[src/rtl/alu_pkg.sv]
// alu_pkg: control-word bit positions shared by the ALU datapath and its sequencer
package alu_pkg;
  localparam int CTRL_W = 15;
  localparam int C_LD_ADD = 0;
  localparam int C_LD_MUL = 1;
  localparam int C_LD_DIV = 2;
  localparam int C_DEC = 3;
  localparam int C_ADD = 4;
  localparam int C_SUB = 5;
  localparam int C_QBIT = 6;
  localparam int C_CNT_A = 7;
  localparam int C_ASR = 8;
  localparam int C_LSH = 9;
  localparam int C_CNT_B = 10;
  localparam int C_CORR = 11;
  localparam int C_OUT_A = 12;
  localparam int C_OUT_AQ = 13;
  localparam int C_OUT_Q = 14;
endpackage

[src/rtl/add_sub_unit.sv]
// add_sub_unit: combinational W-bit adder/subtractor (two's complement, modulo 2^W)
module add_sub_unit #(
  parameter int W = 9
) (
  input  logic [W-1:0] a,
  input  logic [W-1:0] b,
  input  logic         sub,
  output logic [W-1:0] sum
);
  assign sum = a + (sub ? ~b : b) + {{(W-1){1'b0}}, sub};
endmodule

[src/rtl/alu_datapath.sv]
// alu_datapath: A/Q/M register datapath for add, subtract, Booth multiply and
// non-restoring divide, steered by a one-hot control word from the sequencer
module alu_datapath
  import alu_pkg::*;
#(
  parameter int WIDTH = 8,
  parameter int CNT_W = $clog2(WIDTH)
) (
  input  logic                 clk,
  input  logic                 rst_n,
  input  logic [CTRL_W-1:0]    c,
  input  logic [WIDTH-1:0]     x,
  input  logic [WIDTH-1:0]     y,
  output logic                 q_0,
  output logic                 q_min1,
  output logic                 sign,
  output logic                 cnt7,
  output logic [2*WIDTH-1:0]   out,
  output logic                 out_valid
);
  logic [WIDTH:0] acc, acc_n, m_ext, sum;
  logic [WIDTH-1:0] q, q_n, m, m_n;
  logic qm1, qm1_n, ld, sub;
  logic [CNT_W-1:0] cnt, cnt_n;
  logic [2*WIDTH-1:0] out_n;
  assign m_ext = {m[WIDTH-1], m};
  // the correction add (c[11]) never subtracts
  assign sub = c[C_ADD] & c[C_SUB];
  add_sub_unit #(.W(WIDTH + 1)) u_add (
    .a(acc),
    .b(m_ext),
    .sub(sub),
    .sum(sum)
  );
  assign ld = c[C_LD_ADD] | c[C_LD_MUL] | c[C_LD_DIV];
  assign q_0 = q[0];
  assign q_min1 = qm1;
  assign sign = acc[WIDTH];
  assign cnt7 = cnt == CNT_W'(WIDTH - 1);
  always_comb begin
    acc_n = c[C_LD_ADD] ? {x[WIDTH-1], x}
          : (c[C_LD_MUL] | c[C_LD_DIV]) ? '0
          : (c[C_ADD] | c[C_CORR]) ? sum
          : c[C_ASR] ? {acc[WIDTH], acc[WIDTH:1]}
          : c[C_LSH] ? {acc[WIDTH-1:0], q[WIDTH-1]}
          : acc;
    q_n = c[C_LD_ADD] ? '0
        : ld ? x
        : c[C_ASR] ? {acc[0], q[WIDTH-1:1]}
        : c[C_LSH] ? {q[WIDTH-2:0], 1'b0}
        : c[C_QBIT] ? {q[WIDTH-1:1], ~acc[WIDTH]}
        : q;
    m_n = ld ? y : m;
    qm1_n = ld ? 1'b0 : c[C_ASR] ? q[0] : qm1;
    cnt_n = ld ? '0
          : (c[C_CNT_A] | c[C_CNT_B]) ? (cnt7 ? '0 : cnt + CNT_W'(1))
          : cnt;
    out_n = c[C_OUT_A] ? {{WIDTH{acc[WIDTH-1]}}, acc[WIDTH-1:0]}
          : c[C_OUT_AQ] ? {acc[WIDTH-1:0], q}
          : c[C_OUT_Q] ? {out[WIDTH-1:0], q}
          : out;
  end
  always_ff @(posedge clk or negedge rst_n) begin
    if (!rst_n) begin
      acc <= '0;
      q <= '0;
      m <= '0;
      qm1 <= 1'b0;
      cnt <= '0;
      out <= '0;
      out_valid <= 1'b0;
    end else begin
      acc <= acc_n;
      q <= q_n;
      m <= m_n;
      qm1 <= qm1_n;
      cnt <= cnt_n;
      out <= out_n;
      out_valid <= c[C_OUT_A] | c[C_OUT_AQ] | c[C_OUT_Q];
    end
  end
endmodule

[config.mk]
export PLATFORM = sky130hd
export DESIGN_NAME = alu_datapath
export DESIGN_NICKNAME = d
export VERILOG_FILES = /design/src/rtl/alu_pkg.sv /design/src/rtl/add_sub_unit.sv /design/src/rtl/alu_datapath.sv
export SDC_FILE = /design/constraint.sdc
export NUM_CORES = 1
export LEC_CHECK = 0
export ABC_AREA = 1
export CELL_PAD_IN_SITES_DETAIL_PLACEMENT = 1
export CELL_PAD_IN_SITES_GLOBAL_PLACEMENT = 1
export CORE_UTILIZATION = 38
export DETAILED_ROUTE_END_ITERATION = 8
export PLACE_DENSITY = 0.79
export SETUP_SLACK_MARGIN = 0.1
export SYNTH_ARGS = -nofsm -noshare
export SYNTH_HDL_FRONTEND = slang
export SYNTH_SLANG_ARGS = --single-unit
export TNS_END_PERCENT = 5
[constraint.sdc]
create_clock -name clk -period 1.89 [get_ports clk]
set_input_delay 0.378 -clock clk [delete_from_list [all_inputs] [get_ports clk]]
set_output_delay 0.378 -clock clk [all_outputs]
set_load 0.005 [all_outputs]
After elaboration in Yosys (flattened, before gate mapping). Cells that the tools add are included. W data, S select, Z words.

Bits in registers: 46. Bits in latches: 0. Memory bits (writable): 0. ROM bits: 0. Input bits: 33. Logic and storage cells: 51. Memories: 0.

Add/subtract/negate cells: 3. Multipliers: 0. Divide/modulo/power cells: 0. Order comparisons: 0. Equality and inequality tests: 2. Shift operators: 0. Mux-type cells: 19. Bitwise gates (word level): 10. Reductions and logical operators: 8.

Operator list (count): $mux W9 (6); $mux W16 (3); $mux W8 (4); $reduce_bool A5 Y1 (2); $add A9 B1 Y9 (1); $add A9 B9 Y9 (1); $mux W3 (3); $not A9 Y9 (1); $reduce_bool A4 Y1 (2); $or A1 B1 Y1 (7); $ne A4 B2 Y1 const B (1); $reduce_bool A2 Y1 (2); $add A3 B1 Y3 const B (1); $eq A3 B3 Y1 const B (1); $mux W1 (3); $reduce_bool A3 Y1 (1); $reduce_and A2 Y1 (1); $and A1 B1 Y1 (1); $not A1 Y1 (1).

Depth between registers and ports, before layout. Gate-level depths: netlist of the first run.

Depth after elaboration: 7. Gate-level depth with buffers: 14. Gate-level depth less buffers: 14.

Cells and area by module. A second synthesis of the first run with hierarchy kept.

Cells, all modules: 449. Area, all modules: 3074.2 um^2.

By module, submodules not included: alu_datapath (times used 1, cells each 360, area each 2547.4 um^2, seq. area each 1151.1 um^2); add_sub_unit (times used 1, cells each 89, area each 526.8 um^2, seq. area each 0.0 um^2).

Least setup slack after synthesis of the first run. Ideal clock, no wire load.

Path kind: input to register. Start point: in c[5]. End point: reg acc[2]. Setup time: 0.127 ns. Arrival time: 1.633 ns. Slack: 0.131 ns. Stages: 8. Cells stage by stage: nand2_4 xor2_1 fa_1 or2_2 a21oi_1 o21ai_0 nand2_1 o21ai_0.

Longest elaborated chain between the ends: 7.

Ends and longest elaborated chain: start, declared (line alu_datapath.sv:11) `input logic [CTRL_W-1:0] c,`; $and A1 B1 Y1 (*) (line alu_datapath.sv:28) `assign sub = c[C_ADD] & c[C_SUB];`; $mux W9 (line add_sub_unit.sv:10) `assign sum = a + (sub ? ~b : b) + {{(W-1){1'b0}}, sub};`; $add A9 B9 Y9 (line add_sub_unit.sv:10); $add A9 B1 Y9 (*) (line add_sub_unit.sv:10); $mux W9 (*) (line alu_datapath.sv:43) `: (c[C_ADD] | c[C_CORR]) ? sum`; $mux W9 (*) (line alu_datapath.sv:42) `: (c[C_LD_MUL] | c[C_LD_DIV]) ? '0`; $mux W9 (*) (line alu_datapath.sv:41) `acc_n = c[C_LD_ADD] ? {x[WIDTH-1], x}`; end signal, assigned (line alu_datapath.sv:73) `acc <= acc_n;`; end, declared (line alu_datapath.sv:21) `logic [WIDTH:0] acc, acc_n, m_ext, sum;`.

Every way passes the cells marked *; elsewhere a longest branch is shown, timed or not. A chain may end at the register's enable or synchronous reset.

Worst setup path in the final report of the first run.
Start point: reg m[2]. End point: reg acc[5].

Longest elaborated chain between the ends: 7.

Ends and longest elaborated chain: start, declared (line alu_datapath.sv:22) `logic [WIDTH-1:0] q, q_n, m, m_n;`; start signal, assigned (line alu_datapath.sv:75) `m <= m_n;`; $not A9 Y9 (line add_sub_unit.sv:10); $mux W9 (*) (line add_sub_unit.sv:10); $add A9 B9 Y9 (*) (line add_sub_unit.sv:10); $add A9 B1 Y9 (*) (line add_sub_unit.sv:10); $mux W9 (*) (line alu_datapath.sv:43); $mux W9 (*) (line alu_datapath.sv:42); $mux W9 (*) (line alu_datapath.sv:41).

Marked as above.

==> results.md, run 1 <==
- Family with the most delay on the worst path: simple AND/OR/NAND/NOR gates
- CTS Sinks: 46
- Num CTS Buffers: 5
- Worst min path class: primary input to asynchronous set/reset pin
- Sw Ratio: 0.340
- DRT iter0 DRCs: 98
- Gp weighted congestion: 0.843
- EDFF count, synth: 0
- Antenna violations before repair: 0
- Peak VDD IR: 311 uV
- CP startpoint kind: flop
- Reg2reg setup slack: 0.03 ns
- Site Rows: 31
- Syn Std Cell Area: 0.00283 mm2
- GRT Residual Overflow: 0
- Critical path's slowest cell: ha_1
- Die height: 88.3 um
- H-tree depth: 2
- Worst Tran Pin Value: 0.628 ns
- Comb pwr share: 0.331
- Pin count of the biggest net entering global routing: 27
- Crit path cell chain: inv_2, xor2_1, ha_1, nand2_2, inv_2, nand3_2, nand2_4, inv_2, o21bai_1, nand2_1, nand3_1, nand2_1, a21oi_2
- Final Util: 0.542
- Crit path largest cell delay: 0.39 ns
- ANT nets after route: 0
- Cell area power density: 679 mW/mm2
- RR Endpoint: acc[5]
- Die X: 88.3 um
- DR WL/cell: 16.1 um
- Detailed Routing Iterations Pass 1: 4
- Post-layout minimum cycle time: 1.86 ns
- Sequential share of the synthesized area: 0.406
- Area grow syn2layout: 38.0%
- Reg2Reg Depth: 13
- GRT Util Overall: 0.243
- Fraction of layout cells with a size suffix above 1: 0.187
- Worst-path clk slew: 0.10 ns
- Clock group share of total power: 0.238
- Critical Path Source: m[2]
- Post-Syn Area per Cell: 7.83 um2
- Post-synthesis net count: 405
- First-pass GRT wire length: 14600 um
- Maximum clock path buffer count: 2
- Reg power frac: 0.430
- Most common library cell in the layout ignoring fill and taps: nand2_1
- Int Power: 1750 uW
- Max-slew headroom: 0.581
- Initial Utilization: 0.393
- Via count: 2892
- Final Hold Fails: 0
- Critical Path Sink: acc[5]
- Root buf cell: clkbuf_8
- Max-slew violations: 0
- Final setup TNS: 0 ns
- Stages on the worst setup path: 13
- R2R Path Start: m[2]
- RSZ-0062 raised after global routing: true
- Critical path capture point type: flop
- Vias in the first global route: 3071
- PortBufs: 52
- Max Clk Rate: 0.539 GHz
- CTS tree: built
- Via density: 5.27
- Synth Warn #: 0
- Net count, final: 492
- Worst Skew: 0.00750 ns
- Num ports: 54
- Asr flop ratio synth: 1.00
- Status: complete, no violations
- Worst Path Required: 2.13 ns
- Die ar.: 0.00780 mm2
- Period utilization: 0.982
- Hpwl dp: 6670 um
- Worst-Skew Late Latency: 0.31 ns
- Setup CP Type: flop to flop
- ANT cells: 0
- CP bufs+invs: 3
- Count of different cell masters after synthesis: 37
- Hold WS: 0.0198 ns
- Max-cap violation count: 0
- Total Wirelength: 8860 um
- Cell repeated most along the worst path: inv_2
- Number of synthesized register bits: 46
- Setup violators final: 0
- Drt drc: 0
- Worst-path maximum fanout: 5
- Leak pwr: 0.00181 uW
- Most frequently used flop master after synthesis: dfrtp_1
- Syn Inst Count: 362
- Data arrival time of the critical path: 2.10 ns
- Switch Pwr: 903 uW
- Most frequent cells in the layout: nand2_1, clkdlybuf4s50_1, inv_1
- Core footprint: 0.00721 mm2
==> kinds of logic after synthesis <==
kind of cell | synth area share
xor+xnor | 0.0247
compound gates | 0.255
buf+inv | 0.0972
flops | 0.406
fa+ha+maj | 0.0468
simple gates | 0.170
==> synthesized netlist by cell type (all sizes together), types with 2 or more instances <==
cell type / n / area share
buf: 8 / 0.016
a31oi: 2 / 0.0044
o22ai: 4 / 0.0088
o21bai: 2 / 0.0053
a221oi: 3 / 0.0093
o21ai: 44 / 0.078
clkbuf: 6 / 0.0079
xor2: 7 / 0.022
nor2: 25 / 0.044
o211ai: 14 / 0.037
nand3: 14 / 0.029
nand2: 61 / 0.085
a21oi: 44 / 0.078
a22oi: 3 / 0.0097
ha: 9 / 0.040
inv: 55 / 0.073
dfrtp: 46 / 0.41
or2: 2 / 0.0053
o221ai: 5 / 0.015
==> registers in the layout (all words and copies together) (netlist names) <==
register and cells:
q 8, acc 9, out 16, m 8, q_min1 1, out_valid 1, cnt 3
==> power groups by stage <==
stage	clock network, uW	logic, uW	registers [uW]
6_report	633	880	1140
5_1_grt	684	979	1150
3_3_place_gp	0	778	1150
4_1_cts	652	839	1140
2_1_floorplan	0	408	1140
3_5_place_dp	0	814	1160
==> worst reg2reg max path, cell delays in order (launching register included) <==
cell      delay (ns)
dfrtp_1         0.35
inv_2           0.04
xor2_1          0.16
ha_1            0.39
nand2_2         0.09
inv_2           0.08
nand3_2         0.09
nand2_4         0.11
inv_2           0.04
o21bai_1        0.12
nand2_1         0.07
nand3_1         0.06
nand2_1         0.07
a21oi_2         0.13
==> how the worst min path moves through the flow <==
stage,start,endpoint,slack (ns),cells after the start
floorplan,rst_n,acc[0],0.08,0
global placement,rst_n,out[9],0.37,1
detailed placement,rst_n,out_valid,0.37,1
CTS,rst_n,out_valid,0.04,1
global route,rst_n,out_valid,0.05,1
finish,rst_n,out_valid,0.02,1
==> routing by layer <==
layer,global-route usage,up-vias,wire (um)
li1,-,1393,-
met5,0,-,0
met2,0.453,67,4620
met4,0.0821,0,233
met3,0.0382,22,268
met1,0.282,1410,3740
==> layout make-up <==
class / instances / area, um2
well taps: 99 / 124
fillers: 898 / 3300
inverters: 55 / 206
clock inverters: 3 / 21.3
multi-input cells: 247 / 1490
repair buffers: 94 / 845
clock buffers: 5 / 68.8
flip-flops and latches: 46 / 1150
==> through the flow <==
step	total power, uW	worst slack, ns	instances	area, um2
after CTS	2630	0.0688	546	3840
after global routing	2820	-0.128	549	3910
after global placement	1930	-0.498	536	3710
after floorplan	1550	0.131	362	2830
after detailed placement	1970	-0.644	536	3710
final	2660	0.0336	549	3910
==> timing repair <==
item                       in CTS  in global routing
hold buffers                    0                  0
pin swaps                       4                 15
buffers inserted                2                  3
setup endpoints to repair       9                  8
gates resized for setup        17                 16
(Power assumes the default switching activity.)
==> inputs of run 2 (changes only) <==
--- a/config.mk
+++ b/config.mk
@@ -15,4 +15,3 @@
 export SYNTH_ARGS = -nofsm -noshare
 export SYNTH_HDL_FRONTEND = slang
 export SYNTH_SLANG_ARGS = --single-unit
-export TNS_END_PERCENT = 5
==> results.md, run 2 (same netlist as run 1, synthesis figures left out) <==
- Most frequent cells in the layout: nand2_1, clkdlybuf4s50_1, dfrtp_1
- Vias in the first global route: 3092
- Data arrival time of the critical path: 2.16 ns
- RR Endpoint: acc[5]
- ANT nets after route: 0
- Initial Utilization: 0.393
- Total Wirelength: 9740 um
- Max Clk Rate: 0.523 GHz
- Met3 Resource Use GR: 0.0392
- Detailed Routing Iterations Pass 1: 4
- Antenna violations before repair: 0
- Status: complete, but fails checks
- Worst Tran Pin Value: 0.636 ns
- Biggest regs: out (16), acc (9)
- CP startpoint kind: flop
- Max-slew headroom: 0.575
- Die X: 88.3 um
- Gp weighted congestion: 0.843
- Max FFs per register: 16
- DR WL/cell: 17.6 um
- Num ports: 54
- Site Rows: 31
- Maximum clock path buffer count: 2
- Max-cap violation count: 0
- Die height: 88.3 um
- Worst Path Required: 2.14 ns
- Fraction of layout cells with a size suffix above 1: 0.262
- Largest Register: out
- Area grow syn2layout: 45.5%
- Root buf cell: clkbuf_8
- ANT cells: 0
- Worst-path clk slew: 0.10 ns
- Critical path capture point type: flop
- PnR worst setup slack: -0.0211 ns
- Reg2Reg Depth: 13
- Max-slew violations: 0
- Hold Buf Count CTS: 0
- H-tree depth: 2
- CTS Sinks: 46
- GR Layer Usage met1: 0.282
- Period utilization: 1.01
- Failing checks: setup timing
- Setup violators final: 1
- Net count, final: 496
- Worst Skew: 0.00763 ns
- CTS tree: built
- Hpwl dp: 6670 um
- Most common library cell in the layout ignoring fill and taps: nand2_1
- Layer with the highest usage: met2
- DRT iter0 DRCs: 173
- Worst min path class: primary input to asynchronous set/reset pin
- Die ar.: 0.00780 mm2
- Leak pwr: 0.00187 uW
- Reg2reg setup slack: -0.02 ns
- Worst-path maximum fanout: 5
- PortBufs: 52
- Setup CP Type: flop to flop
- Via count: 2965
- Final Util: 0.571
- Cell area power density: 686 mW/mm2
- RSZ-0062 raised after global routing: true
- First-pass GRT wire length: 14700 um
- Worst-Skew Late Latency: 0.31 ns
- Num CTS Buffers: 5
- GRT Residual Overflow: 0
- Peak VDD IR: 332 uV
- Pin count of the biggest net entering global routing: 27
- Final Hold Fails: 0
- Worst slack, placed: -0.644 ns
- Met2 Use GR: 0.457
- Post-layout minimum cycle time: 1.91 ns
- Core footprint: 0.00721 mm2
- Via density: 5.36
- R2R Path Start: m[2]
- GRT Util Overall: 0.244
- Drt drc: 0
[run 2: changes by cell type in the layout (fill, tap and decap cells not counted), sizes merged]
cell	change
buf	+4
[run 2: final cells by class]
type	count	area [um2]
Fill cell	884	3090
Multi-Input combinational cell	247	1680
Sequential cell	46	1150
Timing Repair Buffer	98	875
Inverter	55	206
Tap cell	99	124
Clock buffer	5	68.8
Clock inverter	3	21.3
[run 2: how the worst max path moves through the flow]
stage	endpoint	cells after the start	startpoint	slack (ns)
after floorplan	acc[2]	8	c[5]	0.13
after global placement	acc[8]	12	c[4]	-0.50
after detailed placement	acc[7]	15	c[4]	-0.64
after CTS	acc[6]	13	c[4]	0.04
after global routing	acc[5]	13	m[2]	-0.10
final	acc[5]	13	m[2]	-0.02
[run 2: timing repair]
item / 4_1_cts / 5_1_grt
pin swaps: 9 / 29
setup buffers: 4 / 5
setup endpoints to repair: 9 / 8
resized for setup: 21 / 54
[run 2: worst max-delay path: stages, from the launching register on]
cell and delay, ns:
dfrtp_1 0.36, inv_2 0.06, xor2_2 0.18, ha_4 0.33, nand2_4 0.06, inv_2 0.06, nand3_2 0.09, nand2_4 0.12
inv_2 0.04, o21bai_1 0.13, nand2_1 0.11, nand3_1 0.10, nand2_1 0.08, a21oi_2 0.13
[run 2: metrics by stage]
step,TNS [ns],hold WS [ns],cells,power [uW],area (um2)
finish,-0.0211,0.0184,553,2830,4120
global route,-0.187,0.0544,553,2970,4120
CTS,0,0.0363,548,2650,3870
detailed placement,-4.99,0.370,536,1970,3710
global placement,-3.68,0.368,536,1930,3710
floorplan,0,0.0824,362,1550,2830
[run 2: report_power, final]
group          switching [uW]  internal [uW]  total [uW]
clock network             381            261         642
registers                78.8           1070        1150
logic                     544            491        1040
[run 2: routing by layer]
layer	up-vias	routed length, um
met5	-	0
met4	0	212
met3	24	369
met2	75	5250
met1	1465	3900
li1	1401	-
==> inputs of run 3 (changes only) <==
--- a/config.mk
+++ b/config.mk
@@ -6,12 +6,15 @@
 export NUM_CORES = 1
 export LEC_CHECK = 0
 export ABC_AREA = 1
+export CAP_MARGIN = 20
 export CELL_PAD_IN_SITES_DETAIL_PLACEMENT = 1
 export CELL_PAD_IN_SITES_GLOBAL_PLACEMENT = 1
 export CORE_UTILIZATION = 38
+export CTS_CLUSTER_DIAMETER = 200
 export DETAILED_ROUTE_END_ITERATION = 8
 export PLACE_DENSITY = 0.79
 export SETUP_SLACK_MARGIN = 0.1
 export SYNTH_ARGS = -nofsm -noshare
 export SYNTH_HDL_FRONTEND = slang
 export SYNTH_SLANG_ARGS = --single-unit
+export TNS_END_PERCENT = 50
==> results.md, run 3 (same netlist as run 1, synthesis figures left out) <==
- DR WL/cell: 17.5 um
- Final setup TNS: 0 ns
- DRT iter0 DRCs: 140
- FF+latch area: 0.00115 mm2
- Drt drc: 0
- CP startpoint kind: flop
- Status: complete, no violations
- CTS tree: built
- GRT Residual Overflow: 0
- RSZ-0062 raised after global routing: true
- First-pass GRT wire length: 14700 um
- Antenna violations before repair: 0
- Area grow syn2layout: 44.8%
- Num CTS Buffers: 5
- Gp weighted congestion: 0.843
- Critical Path Source: m[2]
- Setup CP Type: flop to flop
- Worst-Skew Late Latency: 0.30 ns
- Vias in the first global route: 3092
- Net count, final: 495
- Worst Tran Pin Value: 0.637 ns
- Data arrival time of the critical path: 2.08 ns
- Initial Utilization: 0.393
- Via count: 2975
- Fill count: 886
- R2R Path Start: m[2]
- Max-slew violations: 0
- Detailed Routing Iterations Pass 1: 5
- Max Clk Rate: 0.543 GHz
- Maximum clock path buffer count: 2
- Final Hold Fails: 0
- GRT Util Overall: 0.244
- Peak VDD IR: 309 uV
- Biggest regs: out (16), acc (9)
- Total Wirelength: 9680 um
- Num ports: 54
- Critical path capture point type: flop
- Root buf cell: clkbuf_8
- Site Rows: 31
- Worst Skew: 0.00809 ns
- Post-layout minimum cycle time: 1.84 ns
- Die height: 88.3 um
- Hold WS: 0.0253 ns
- CTS Sinks: 46
- Core footprint: 0.00721 mm2
- H-tree depth: 2
- Most common library cell in the layout ignoring fill and taps: nand2_1
- ANT cells: 0
- Worst min path class: primary input to asynchronous set/reset pin
- Max-cap violation count: 0
- Hpwl dp: 6670 um
- Setup violators final: 0
- Pin count of the biggest net entering global routing: 27
- Max FFs per register: 16
- Fraction of layout cells with a size suffix above 1: 0.256
- Most frequent cells in the layout: nand2_1, clkdlybuf4s50_1, dfrtp_1
- Via density: 5.39
- Worst Path Required: 2.13 ns
- PortBufs: 52
- Worst-path clk slew: 0.10 ns
- Multi-input gate area: 0.00166 mm2
- Period utilization: 0.974
- Max-slew headroom: 0.575
- Leak pwr: 0.00186 uW
- Die X: 88.3 um
- Largest Register: out
- ANT nets after route: 0
- Worst-path maximum fanout: 5
- Die ar.: 0.00780 mm2
- Cell area power density: 684 mW/mm2
==> run 3: changes by cell type in the layout (fill, tap and decap cells not counted), sizes merged <==
| cell | change |
|---|---|
| buf | -1 |
==> run 3: per-layer routing <==
layer | vias to the layer above | track usage | part of all wire
li1 | 1399 | - | -
met2 | 80 | 0.457 | 0.53
met3 | 21 | 0.0392 | 0.032
met1 | 1475 | 0.282 | 0.42
met4 | 0 | 0.0836 | 0.025
met5 | - | 0 | 0
==> run 3: final timing paths <==
kind,cells after the start,slack [ns],endpoint
min,1,0.03,out_valid
max in group asynchronous,2,1.34,acc[7]
min in group clk,2,0.51,out[15]
max,13,0.05,acc[5]
min reg2reg,2,0.51,out[15]
max reg2reg,13,0.05,acc[5]
==> run 3: power by group <==
part	total [uW]	internal [uW]	switching (uW)
clock network	636	261	375
registers	1150	1070	78.3
logic	1020	486	534
==> run 3: cell type report <==
cell class	count	area share
Multi-Input combinational cell	247	0.405
Sequential cell	46	0.281
Timing Repair Buffer	97	0.211
Inverter	55	0.0503
Tap cell	99	0.0302
Clock buffer	5	0.0168
Clock inverter	3	0.00519
==> run 3: timing repair <==
| action | in CTS | in global routing |
|---|---|---|
| hold buffers | 0 | 0 |
| pin swaps | 9 | 22 |
| buffers inserted | 4 | 4 |
| endpoints found under the setup margin | 9 | 8 |
| resized for setup | 21 | 50 |
==> run 3: metrics by stage <==
step	instance area, um2	worst slack [ns]	power [uW]	util	std cells
after floorplan	2830	0.131	1550	-	362
after global placement	3710	-0.498	1930	0.514	536
final	4100	0.0488	2800	0.569	552
after global routing	4100	-0.0999	2950	0.569	552
after detailed placement	3710	-0.644	1970	0.514	536
after CTS	3870	0.0432	2650	0.536	548
==> run 3: worst max-delay path: stages, from the launching register on <==
cell      delay [ns]
dfrtp_1         0.36
inv_2           0.05
xor2_2          0.18
ha_4            0.32
nand2_2         0.08
inv_2           0.07
nand3_2         0.10
nand2_4         0.10
inv_1           0.04
o21bai_1        0.12
nand2_1         0.07
nand3_1         0.07
nand2_1         0.06
a21oi_1         0.13
